**config.mk**
```make
export PLATFORM = sky130hd
export DESIGN_NAME = muldiv_unit
export DESIGN_NICKNAME = d
export VERILOG_FILES = /design/src/rtl/muldiv_unit.sv
export SDC_FILE = /design/constraint.sdc
export NUM_CORES = 1
export LEC_CHECK = 0
export CELL_PAD_IN_SITES_DETAIL_PLACEMENT = 0
export CELL_PAD_IN_SITES_GLOBAL_PLACEMENT = 2
export CORE_ASPECT_RATIO = 1.4
export CORE_MARGIN = 3
export CORE_UTILIZATION = 35
export CTS_CLUSTER_DIAMETER = 150
export DETAILED_ROUTE_END_ITERATION = 10
export PLACE_DENSITY = 0.78
export REMOVE_ABC_BUFFERS = 1
export SYNTH_ARGS = -nofsm -noshare
export SYNTH_HDL_FRONTEND = slang
export SYNTH_SLANG_ARGS = --single-unit
```
**constraint.sdc**
```tcl
create_clock -name clk -period 6.15 [get_ports clk]
set_input_delay 1.23 -clock clk [delete_from_list [all_inputs] [get_ports clk]]
set_output_delay 1.23 -clock clk [all_outputs]
set_load 0.02 [all_outputs]
```
**src/rtl/muldiv_unit.sv**
```systemverilog
// Iterative unsigned multiply (shift-add) / divide (restoring) unit beside the ALU.
// Latency: WIDTH+1 edges from the accepted start to the done pulse; divide-by-zero in 1 edge.
// Backpressure: none; start is only sampled in IDLE, and a start arriving while busy is dropped.
//
// Ports: clk/reset (async active-low), start + ALUControl + SrcA/SrcB request,
//        busy/done status, Result/Remainder/Flags/DivByZero registered outputs.
module muldiv_unit #(
    parameter int WIDTH = 32,
    parameter int CNT_W = 6
) (
    input  logic             clk,
    input  logic             reset,
    input  logic             start,
    input  logic [3:0]       ALUControl,
    input  logic [WIDTH-1:0] SrcA,
    input  logic [WIDTH-1:0] SrcB,
    output logic             busy,
    output logic             done,
    output logic [WIDTH-1:0] Result,
    output logic [WIDTH-1:0] Remainder,
    output logic             DivByZero,
    output logic [1:0]       Flags
);

    localparam logic [3:0] OP_MUL = 4'b0100;
    localparam logic [3:0] OP_DIV = 4'b0111;

    typedef enum logic [1:0] {
        S_IDLE = 2'd0,
        S_MUL  = 2'd1,
        S_DIV  = 2'd2,
        S_DONE = 2'd3
    } state_t;

    state_t           state_q, state_d;
    logic [CNT_W-1:0] cnt_q, cnt_d;
    // a: multiplicand (MUL) or dividend shifting into quotient (DIV)
    // b: multiplier (MUL) or divisor (DIV)
    // acc: product accumulator (MUL) or partial remainder (DIV)
    logic [WIDTH-1:0] a_q, a_d;
    logic [WIDTH-1:0] b_q, b_d;
    logic [WIDTH-1:0] acc_q, acc_d;
    logic [WIDTH-1:0] result_q, result_d;
    logic [WIDTH-1:0] rem_q, rem_d;
    logic             dbz_q, dbz_d;
    logic [1:0]       flags_q, flags_d;

    logic [WIDTH-1:0] mul_sum;
    logic [WIDTH:0]   div_sh;
    logic             div_ge;
    logic [WIDTH-1:0] div_rem;
    logic [WIDTH-1:0] div_quo;

    always_comb begin
        mul_sum = acc_q + (b_q[0] ? a_q : '0);

        // The shifted partial remainder is kept one bit wider so divisors with
        // the MSB set still compare correctly; the difference always fits WIDTH bits.
        div_sh  = {acc_q, a_q[WIDTH-1]};
        div_ge  = (div_sh >= {1'b0, b_q});
        div_rem = div_ge ? (div_sh[WIDTH-1:0] - b_q) : div_sh[WIDTH-1:0];
        div_quo = {a_q[WIDTH-2:0], div_ge};
    end

    always_comb begin
        state_d  = state_q;
        cnt_d    = cnt_q;
        a_d      = a_q;
        b_d      = b_q;
        acc_d    = acc_q;
        result_d = result_q;
        rem_d    = rem_q;
        dbz_d    = dbz_q;

        case (state_q)
            S_IDLE: begin
                if (start && (ALUControl == OP_MUL)) begin
                    a_d     = SrcA;
                    b_d     = SrcB;
                    acc_d   = '0;
                    cnt_d   = CNT_W'(WIDTH);
                    dbz_d   = 1'b0;
                    state_d = S_MUL;
                end else if (start && (ALUControl == OP_DIV)) begin
                    if (SrcB == '0) begin
                        result_d = '1;
                        rem_d    = SrcA;
                        dbz_d    = 1'b1;
                        state_d  = S_DONE;
                    end else begin
                        a_d     = SrcA;
                        b_d     = SrcB;
                        acc_d   = '0;
                        cnt_d   = CNT_W'(WIDTH);
                        dbz_d   = 1'b0;
                        state_d = S_DIV;
                    end
                end
            end
            S_MUL: begin
                acc_d = mul_sum;
                a_d   = a_q << 1;
                b_d   = b_q >> 1;
                cnt_d = cnt_q - CNT_W'(1);
                if (cnt_q == CNT_W'(1)) begin
                    result_d = mul_sum;
                    rem_d    = '0;
                    state_d  = S_DONE;
                end
            end
            S_DIV: begin
                acc_d = div_rem;
                a_d   = div_quo;
                cnt_d = cnt_q - CNT_W'(1);
                if (cnt_q == CNT_W'(1)) begin
                    result_d = div_quo;
                    rem_d    = div_rem;
                    state_d  = S_DONE;
                end
            end
            S_DONE: begin
                state_d = S_IDLE;
            end
            default: begin
                state_d = S_IDLE;
            end
        endcase

        // Flags are registered alongside Result, only when DONE is entered.
        if ((state_d == S_DONE) && (state_q != S_DONE)) begin
            flags_d = {result_d[WIDTH-1], (result_d == '0)};
        end else begin
            flags_d = flags_q;
        end
    end

    always_ff @(posedge clk or negedge reset) begin
        if (!reset) begin
            state_q  <= S_IDLE;
            cnt_q    <= '0;
            a_q      <= '0;
            b_q      <= '0;
            acc_q    <= '0;
            result_q <= '0;
            rem_q    <= '0;
            dbz_q    <= 1'b0;
            flags_q  <= 2'b01;
        end else begin
            state_q  <= state_d;
            cnt_q    <= cnt_d;
            a_q      <= a_d;
            b_q      <= b_d;
            acc_q    <= acc_d;
            result_q <= result_d;
            rem_q    <= rem_d;
            dbz_q    <= dbz_d;
            flags_q  <= flags_d;
        end
    end

    assign busy      = (state_q != S_IDLE);
    assign done      = (state_q == S_DONE);
    assign Result    = result_q;
    assign Remainder = rem_q;
    assign DivByZero = dbz_q;
    assign Flags     = flags_q;

endmodule

```
==> results of run 1 <==
through the flow:
stage	worst slack, ps	hold WS (ps)	instance area [um2]
after global routing	1250	517	15500
after CTS	1400	485	15500
after floorplan	112	462	12700
after global placement	1130	461	14900
final	1490	478	15500
after detailed placement	921	470	14900
registers in the layout, indices dropped and copies added (netlist names):
register and count:
a_q 32, state_q 2, Remainder 32, acc_q 32
DivByZero 1, Result 32, Flags 2, b_q 32
cnt_q 6
critical path: stages:
cell and delay (ps):
clkdlybuf4s50_1 410, nor4_1 520, nand4_1 550, or2_0 390, a221oi_1 320, nand3_1 220, nor4_1 360, nand4_1 180
nor4_2 230, o2111a_1 250, o2111ai_1 130, o31ai_2 210
layout by cell type (no fill, tap or decap), types with 7 or more instances in the layout:
| master | netlist | final |
|---|---|---|
| a211oi_1 | 21 | 21 |
| nor2b_1 | 33 | 33 |
| o21a_1 | 16 | 16 |
| o21ai_1 | 8 | 8 |
| o22a_1 | 7 | 7 |
| o21bai_1 | 9 | 9 |
| o21ai_0 | 131 | 130 |
| and3_1 | 11 | 11 |
| a22oi_1 | 7 | 7 |
| clkdlybuf4s50_1 | 0 | 138 |
| a22o_1 | 8 | 8 |
| xnor2_1 | 31 | 31 |
| mux2i_1 | 50 | 50 |
| ha_1 | 70 | 68 |
| inv_1 | 61 | 61 |
| nor2_1 | 159 | 157 |
| dfrtp_1 | 170 | 170 |
| buf_4 | 0 | 31 |
| nor4_1 | 13 | 13 |
| a21oi_1 | 183 | 181 |
| nand2b_1 | 10 | 10 |
| a221oi_1 | 16 | 16 |
| nand3_1 | 27 | 27 |
| o22ai_1 | 11 | 10 |
| a31oi_1 | 10 | 10 |
| nor3_1 | 28 | 28 |
| and2_1 | 40 | 40 |
| a211o_1 | 7 | 7 |
| o31ai_1 | 9 | 9 |
| a21o_1 | 38 | 38 |
| nand2_1 | 177 | 177 |
| clkbuf_16 | 0 | 17 |
| a221o_1 | 7 | 7 |
| xor2_1 | 18 | 18 |
| nand3b_1 | 7 | 7 |
| nand4_1 | 14 | 14 |
per-layer routing:
| metal | track usage | vias up | share of wire |
|---|---|---|---|
| li1 | - | 6098 | - |
| met1 | 0.332 | 6206 | 0.44 |
| met2 | 0.436 | 359 | 0.48 |
| met3 | 0.0287 | 72 | 0.040 |
| met4 | 0.0977 | 0 | 0.036 |
| met5 | 0 | - | 0 |
path summary, 6_finish.rpt:
kind                                               start                        to  slack, ps  depth (start not counted)
worst max-delay path                            SrcB[27]      Flags[0]$_DFFE_PN1P_       1490                         12
worst min-delay path            Remainder[2]$_DFFE_PN0P_  Remainder[2]$_DFFE_PN0P_        480                          2
worst max register to register        b_q[0]$_DFFE_PN0P_      Flags[0]$_DFFE_PN1P_       1660                         14
worst min register to register  Remainder[2]$_DFFE_PN0P_  Remainder[2]$_DFFE_PN0P_        480                          2
max in group asynchronous                          reset       a_q[25]$_DFFE_PN0P_       4120                          2
min in group asynchronous                          reset        b_q[2]$_DFFE_PN0P_        860                          1
area by class of cell:
class,count,area share
clock buffers,22,0.0305
clock inverters,8,0.00757
inverters,63,0.0152
multi-input cells,1291,0.528
flip-flops and latches,171,0.276
well taps,462,0.0372
repair buffers,171,0.106
synth_stat cells (8+ instances only):
library cell / n / area share
nor4_1: 13 / 0.0063
a211oi_1: 21 / 0.012
xnor2_1: 31 / 0.021
o21bai_1: 9 / 0.0052
o21ai_1: 8 / 0.0031
xor2_1: 18 / 0.012
and3_1: 11 / 0.0053
a21o_1: 38 / 0.022
o21ai_0: 131 / 0.050
nand4_1: 14 / 0.0067
a221oi_1: 16 / 0.011
clkbuf_1: 71 / 0.021
nand2_1: 177 / 0.051
o21a_1: 16 / 0.0092
nand2b_1: 10 / 0.0048
inv_1: 61 / 0.018
dfrtp_1: 170 / 0.33
a21oi_1: 183 / 0.071
o31ai_1: 9 / 0.0052
a22o_1: 8 / 0.0054
o22ai_1: 11 / 0.0053
a31oi_1: 10 / 0.0048
nor2b_1: 33 / 0.016
nand3_1: 27 / 0.010
ha_1: 70 / 0.067
nor2_1: 159 / 0.046
buf_1: 8 / 0.0023
and2_1: 40 / 0.019
nor3_1: 28 / 0.011
mux2i_1: 50 / 0.039
report_power, final:
part	switching, mW	leakage, nW	total (mW)	internal (mW)
clock network	0.493	0.292	1.16	0.665
logic	2.62	4.22	4.11	1.50
registers	0.425	2.18	1.95	1.52
total	3.53	6.70	7.22	3.69
kinds of logic (layout without fill, tap and decap cells):
kind of cell    count (synthesis)  after routing  share of synthesized area
flops                         171            171                      0.330
compound gates                563            563                      0.278
mux                            52             52                     0.0403
simple gates                  555            555                      0.204
xor+xnor                       49             49                     0.0330
fa+ha+maj                      72             72                     0.0705
buf+inv                       149            264                     0.0437
==> qor.csv, run 1 <==
metric,value,unit
dp.cells,2158,
standby_leakage_power,6.70,nW
initial_core_util,0.359,
fin_nets,1858,
multiInputGateArea,8200,um2
insertedDiodeCount,0,
final_core_utilization,0.429,
grt_pass1_wl,76800,um
design.die.area,39500,um2
worstPathRequired,6520,ps
ws_path_type,in -> reg,
number_of_enable_type_register_cells_in_the_synthesized_netlist,0,
dieWidth,169,um
cts_num_sinks,171,
rsz0062_at_grt,no,
wl_per_cell,23.0,um
post_synthesis_cell_count,1611,
part_of_the_yosys_area_used_for_sequential_elements,0.330,
buffer_cell_driving_the_clock_tree_root,clkbuf_16,
maximum_resistive_drop_on_vdd,0.000465,V
setup_total_negative_slack,0,ps
worstPathMaxFanout,5,
maxSlewHeadroom,0.287,
postRouteWirelength,50300,um
synthDistinctLibCells,90,
finalNonFillerCells,2188,
dp_hpwl,38500,um
io_pins,140,
count_of_vias_placed_by_the_detailed_router,12700,
dominantRegCellSynth,dfrtp_1,
timing.critical_path.from_type,primary input,
maxSlewViolCount,0,
synth.avg_cell_area,8.06,um2
first_pass_iters,5,
cts_hold_buf,0,
layout_worst_path_cycle_share,0.757,
layout_min_cycle_time,4660,ps
asyncSetResetFlopFracSynth,1.00,
final_layout_size_suffix_gt1_frac,0.0603,
antenna_found_initial,0,
yosys_register_bits,171,
coreArea,36200,um2
globalplace.congestion,0.897,
count_of_cells_resized_by_post_cts_repair,0,
power_density,465,nW/um2
final-hold-violation-count,0,
drt_first_iter_violations,758,
fillers,3742,
cts_htree_levels,4,
clock_transition_time_at_the_flip_flop_clock_pins_of_the_worst_setup_and_hold_paths,60,ps
worstMarginPinSlew,1070,ps
max_cap_viol_count,0,
clock_latency,460,ps
synth_area,13000,um2
drt_drc_violations_left,0,
grt_start_max_net_pins,90,
crit_arrival,5020,ps
track_usage,0.255,
synth_warnings,0,
power.total,7.22,mW
first_global_vias,12600,
hold_path.class,reg -> reg,
syn2layout_area_growth,19.6,%
antenna_violating_nets_post_route,0,
seq_area,4280,um2
cts_buffers,17,
clock_tree.buffer_depth,2,
cts_tree,done,
placement_rows,82,
fmax,215,MHz
via_per_inst,5.82,
post-cts-setup-buffer-count,0,
report.final.setup_viol,0,
grt_overflow_total,0,
endpoint_kind,flip-flop,
final.setup_skew,10.4,ps
run_status,"complete, no violations",
buffers_on_ports,139,
chipHeight,234,um
Note: power is estimated with default switching activity, not from simulation.
==> inputs of run 2 (changes only) <==
--- a/config.mk
+++ b/config.mk
@@ -9,10 +9,10 @@
 export CELL_PAD_IN_SITES_GLOBAL_PLACEMENT = 2
 export CORE_ASPECT_RATIO = 1.4
 export CORE_MARGIN = 3
-export CORE_UTILIZATION = 35
+export CORE_UTILIZATION = 31
 export CTS_CLUSTER_DIAMETER = 150
 export DETAILED_ROUTE_END_ITERATION = 10
-export PLACE_DENSITY = 0.78
+export PLACE_DENSITY = 0.73
 export REMOVE_ABC_BUFFERS = 1
 export SYNTH_ARGS = -nofsm -noshare
 export SYNTH_HDL_FRONTEND = slang
==> constraint.sdc (replaced) <==
create_clock -name clk -period 4 [get_ports clk]
set_input_delay 0.8 -clock clk [delete_from_list [all_inputs] [get_ports clk]]
set_output_delay 0.8 -clock clk [all_outputs]
set_load 0.02 [all_outputs]
==> run 2 against run 1 <==
Compared with the run above: routed wire length rose by 6.8%; sequential power rose by 52%; non-clock buffer count rose by 146; critical path depth rose by 1; largest cell class unchanged; flip-flop and latch count did not move; utilization fell by 1.8 points; first-iteration DRC count rose by 2.4%.
==> qor.csv, run 2 (same netlist as run 1, synthesis figures left out) <==
metric,value,unit,change
power_density,709,nW/um2,+53%
critPathBufInv,2,,+1
final_layout_size_suffix_gt1_frac,0.145,,+0.0844
worst_r2r_path_depth,16,,+2
crit_path_cell_trace,clkdlybuf4s50_1 -> nor4_1 -> nand4_1 -> buf_4 -> or2_0 -> a221oi_1 -> nand3_1 -> nor4_1 -> nand4_1 -> nor4_2 -> o2111a_1 -> o2111ai_1 -> o31ai_2,,
report.final.setup_viol,0,,unchanged
hold-worst-slack,359,ps,-119 ps
final_area,17000,um2,+9.2%
final.setup_skew,14.3,ps,+3.93 ps
clock_transition_time_at_the_flip_flop_clock_pins_of_the_worst_setup_and_hold_paths,80,ps,+20 ps
worstPathMaxFanout,3,,-2
fin_nets,2004,,+7.9%
first_global_vias,13100,,+3.6%
via_per_inst,5.46,,-6.2%
grt_start_max_net_pins,75,,-17%
cts_hold_buf,0,,unchanged
postRouteWirelength,53700,um,+6.8%
regToRegEndpoint,Flags[0]$_DFFE_PN1P_,,
layout_worst_path_cycle_share,0.960,,
dp_hpwl,42400,um,+10%
finalNonFillerCells,2413,,+10%
endpoint_kind,flip-flop,,
io_pins,140,,unchanged
final.setup.worst_slack,161,ps,-1330 ps
standby_leakage_power,7.48,nW,+12%
cts_num_sinks,171,,unchanged
dp.cells,2381,,+10%
syn2layout_area_growth,30.7,%,
initial_core_util,0.315,,-0.0440
drt_first_iter_violations,776,,+2.4%
max_cap_viol_count,0,,unchanged
final-hold-violation-count,0,,unchanged
wl_per_cell,22.3,um,-3.2%
maxSlewViolCount,0,,unchanged
antenna_violating_nets_post_route,0,,unchanged
slowest_stage,nor4_1,,
critical_path.top_delay_family,simple AND/OR/NAND/NOR gates,,
grt_pass1_wl,80900,um,+5.3%
antenna_found_initial,0,,unchanged
multiInputGateArea,8310,um2,+1.2%
layout_commonest_cell,a21oi_1,,
coreArea,41300,um2,+14%
dp_worst_setup_slack,-596,ps,-1520 ps
layout_min_cycle_time,3840,ps,
fillers,4218,,+13%
hold_path.class,in -> async,,
cts_buffers,17,,unchanged
track_usage,0.243,,-0.0123
maximum_resistive_drop_on_vdd,0.000384,V,-18%
buffer_cell_driving_the_clock_tree_root,clkbuf_16,,
cts_htree_levels,4,,unchanged
grt_overflow_total,0,,unchanged
final_core_utilization,0.411,,-0.0179
worstMarginPinSlew,1220,ps,+151 ps
placement_rows,88,,+7.3%
timing.critical_path.from_type,primary input,,
crit_path_max_incr_delay,670,ps,+120 ps
clock_tree.buffer_depth,2,,unchanged
buffers_on_ports,139,,unchanged
seq_area,4280,um2,about the same
design.die.area,44400,um2,+12%
clock_latency,460,ps,about the same
crit_arrival,4220,ps,-800 ps
placed_inst_area,16200,um2,+8.6%
ws_path_type,in -> reg,,
rrSetupSlack,220,ps,-1440 ps
maxSlewHeadroom,0.179,,-0.108
crit-reg2reg-launch,b_q[0]$_DFFE_PN0P_,,
dieWidth,179,um,+6.0%
first_pass_iters,7,,+2
fmax,260,MHz,
run_status,"complete, no violations",,
cts_tree,done,,
count_of_vias_placed_by_the_detailed_router,13200,,+3.5%
insertedDiodeCount,0,,unchanged
worstPathRequired,4380,ps,-2140 ps
drt_drc_violations_left,0,,unchanged
final_cell_mix,"179 x a21oi_1, 177 x nand2_1, 169 x dfrtp_1, 169 x buf_4, 157 x nor2_1",,
rsz0062_at_grt,no,,
setup.worst_path.start,SrcB[0],,
globalplace.congestion,0.918,,+2.4%
chipHeight,248,um,+6.1%
run 2: cell types whose count changed in the layout (fill, tap and decap cells not counted), moves of 3 or more:
cell / previous run / this run
clkinv_2: 4 / 1
clkinv_4: 0 / 4
buf_4: 31 / 169
buf_12: 1 / 9
run 2: how the worst max path moves through the flow:
| stage | cells after the start | to | slack (ps) |
|---|---|---|---|
| after global placement | 14 | Flags[0]$_DFFE_PN1P_ | -440 |
| after detailed placement | 14 | Flags[0]$_DFFE_PN1P_ | -600 |
| after global routing | 17 | Flags[0]$_DFFE_PN1P_ | 0.9 |
| final | 13 | Flags[0]$_DFFE_PN1P_ | 160 |
| after CTS | 16 | Flags[0]$_DFFE_PN1P_ | 40 |
| after floorplan | 4 | a_q[10]$_DFFE_PN0P_ | -2040 |
run 2: area by class of cell:
cell class	count	share of cell area
multi-input combinational	1291	0.489
tap	540	0.0398
clock buffer	18	0.0259
inverter	63	0.0139
timing repair buffer	317	0.167
clock inverter	13	0.0114
sequential	171	0.252
run 2: what timing repair did:
item,CTS,global route
gates resized for setup,2,19
endpoints found under the setup margin,1,3
pin swaps,0,3
buffers inserted,0,1
endpoints found under the hold margin,0,0
run 2: worst register-to-register path: cells and delay by family (launching register included):
kind	cells	cell delay, ps
XOR/XNOR	1	280
buffers and inverters	4	650
flip-flops	1	450
adder cells (fa/ha/maj)	1	290
AO/OA/AOI/OAI	5	880
AND/OR/NAND/NOR	5	1140
run 2: through the flow:
step	power (mW)	setup TNS [ps]
finish	12.0	0
floorplan	6.89	-203140
global route	12.9	0
detailed placement	10.1	-6760
CTS	12.0	0
global placement	10.1	-6980
run 2: power breakdown:
group          internal [mW]  switching [mW]  total (mW)
clock network           1.07           0.807        1.87
logic                   2.87            4.34        7.21
registers               2.34           0.617        2.96
run 2: routing by layer:
metal,wire (um),part of all wire,GRT usage,vias to the layer above
met5,0,0,0,-
met2,25100,0.47,0.397,369
li1,-,-,-,6357
met1,23600,0.44,0.316,6365
met4,2330,0.043,0.103,0
met3,2650,0.049,0.0400,89
==> inputs of run 3 (changes only) <==
--- a/config.mk
+++ b/config.mk
@@ -13,7 +13,6 @@
 export CTS_CLUSTER_DIAMETER = 150
 export DETAILED_ROUTE_END_ITERATION = 10
 export PLACE_DENSITY = 0.73
-export REMOVE_ABC_BUFFERS = 1
 export SYNTH_ARGS = -nofsm -noshare
 export SYNTH_HDL_FRONTEND = slang
 export SYNTH_SLANG_ARGS = --single-unit
==> run 3 against run 2 <==
Compared with the run above: count of clock-buffer cells in the layout is 2 higher; clock skew decreased by 1.0 ps; non-clock buffer count up 17; final cell count increased by 0.75%; sequential power about the same; sequential share of layout area shrank 0.49 points; die area unchanged.
==> qor.csv, run 3 (same netlist as run 1, synthesis figures left out) <==
metric,value,unit,change
initial_core_util,0.315,,unchanged
layout_worst_path_cycle_share,0.984,,+0.0239
report.final.setup_viol,0,,unchanged
antenna_violating_nets_post_route,0,,unchanged
power_density,699,nW/um2,-1.5%
clock_latency,460,ps,about the same
final.setup_skew,13.3,ps,-1.03 ps
track_usage,0.233,,-0.00929
buffer_cell_driving_the_clock_tree_root,clkbuf_16,,
grt_pass1_wl,78600,um,-2.8%
count_of_vias_placed_by_the_detailed_router,13000,,-1.3%
worstPathRequired,4370,ps,about the same
max_cap_viol_count,0,,unchanged
grt_start_max_net_pins,57,,-24%
worstMarginPinSlew,931,ps,-290 ps
insertedDiodeCount,0,,unchanged
fmax,254,MHz,-2.4%
rsz0062_at_grt,yes,,
clock_transition_time_at_the_flip_flop_clock_pins_of_the_worst_setup_and_hold_paths,60,ps,-20 ps
rrSetupSlack,200,ps,-20 ps
final-hold-violation-count,0,,unchanged
worstPathMaxFanout,4,,+1
first_global_vias,13000,,-0.53%
clock_tree.buffer_depth,2,,unchanged
final_cell_mix,"182 x buf_4, 180 x a21oi_1, 177 x nand2_1",,
cts_hold_buf,0,,unchanged
crit-reg2reg-launch,b_q[0]$_DFFE_PN0P_,,
hold_path.class,in -> async,,
chipHeight,248,um,unchanged
syn2layout_area_growth,33.3,%,
standby_leakage_power,7.65,nW,+2.2%
fin_nets,2021,,+0.85%
antenna_found_initial,1,,+1
drt_first_iter_violations,876,,+13%
hold-worst-slack,300,ps,-58.8 ps
ws_path_type,in -> reg,,
drt_drc_violations_left,0,,unchanged
maximum_resistive_drop_on_vdd,0.000399,V,+3.9%
crit_arrival,4300,ps,+80 ps
endpoint_kind,flip-flop,,
layout_min_cycle_time,3930,ps,+95.8 ps
design.die.area,44400,um2,unchanged
maxSlewHeadroom,0.379,,+0.200
worst_r2r_path_depth,18,,+2
via_per_inst,5.35,,-2.0%
run_status,"complete, no violations",,
globalplace.congestion,0.922,,+0.37%
first_pass_iters,7,,unchanged
synth_fp_nets,1754,,
setup.worst_path.start,SrcB[3],,
dp_hpwl,40900,um,-3.6%
cts_buffers,17,,unchanged
timing.critical_path.from_type,primary input,,
grt_overflow_total,0,,unchanged
layout_commonest_cell,buf_4,,
io_pins,140,,unchanged
placement_rows,88,,unchanged
final_layout_size_suffix_gt1_frac,0.161,,+0.0161
cts_tree,done,,
regToRegEndpoint,Flags[0]$_DFFE_PN1P_,,
cts_htree_levels,4,,unchanged
postRouteWirelength,51600,um,-4.0%
coreArea,41300,um2,unchanged
maxSlewViolCount,0,,unchanged
buffers_on_ports,139,,unchanged
wl_per_cell,21.2,um,-4.7%
final_area,17300,um2,+2.0%
cts_num_sinks,171,,unchanged
placed_inst_area,16300,um2,+0.57%
dieWidth,179,um,unchanged
-- run 3: cell types whose count changed in the layout (fill, tap and decap cells not counted), moves of 3 or more --
cell / delta
buf_12: +3
xnor2_1: -3
o21ai_0: -3
o21ai_2: +3
buf_4: +13
clkdlybuf4s50_1: -3
dlymetal6s2s_1: +3
xnor2_2: +3
-- run 3: per-stage QoR --
stage,utilization,setup slack (ps),cells,TNS (ps),total power [mW]
4_1_cts,0.411,37.5,2422,0,12.0
6_report,0.419,65.2,2431,0,12.1
3_5_place_dp,0.395,-500,2390,-500,10.0
2_1_floorplan,-,418,1611,0,6.97
5_1_grt,0.419,-32.3,2431,-32.3,13.0
3_3_place_gp,0.395,-360,2390,-367,10.0
-- run 3: final cells by class --
class	count	area (um2)
flip-flops and latches	171	4280
fillers	4248	24000
clock buffers	20	467
well taps	540	676
multi-input cells	1291	8450
clock inverters	12	185
inverters	63	236
repair buffers	334	3010
-- run 3: how the worst max path moves through the flow --
stage	endpoint	slack (ps)	cells after the start
2_1_floorplan	Flags[0]$_DFFE_PN1P_	420	16
5_1_grt	Flags[0]$_DFFE_PN1P_	-30	18
4_1_cts	Flags[0]$_DFFE_PN1P_	40	16
3_3_place_gp	Flags[0]$_DFFE_PN1P_	-360	13
6_report	Flags[0]$_DFFE_PN1P_	70	17
3_5_place_dp	Flags[0]$_DFFE_PN1P_	-500	13
-- run 3: repair_timing --
action | CTS | global route
resized for setup | 2 | 48
endpoints found under the hold margin | 0 | 0
setup endpoints to repair | 1 | 1
setup buffers | 0 | 9
pin swaps | 0 | 18
-- run 3: where the power goes --
part,internal (mW),leakage [nW],switching [mW]
Sequential,2.34,2.18,0.647
Clock,1.10,0.305,0.797
Combinational,2.93,5.16,4.28
Total,6.37,7.65,5.72
-- run 3: routing by layer --
metal	vias to the layer above	GRT usage	share of wire
li1	6404	-	-
met1	6240	0.312	0.45
met2	301	0.396	0.48
met3	62	0.0236	0.036
met4	2	0.0748	0.028
met5	-	0	0.00025
-- run 3: critical path, cell delays in order --
cell,delay [ps]
clkdlybuf4s50_1,530
nor4_4,60
buf_4,130
nand4_1,260
buf_4,170
buf_4,120
nor3_2,50
buf_4,160
buf_4,130
o31ai_2,250
nand3_1,160
a2111oi_2,310
nand4_1,180
nor4_2,380
o2111a_1,250
o2111ai_1,110
o31ai_2,240
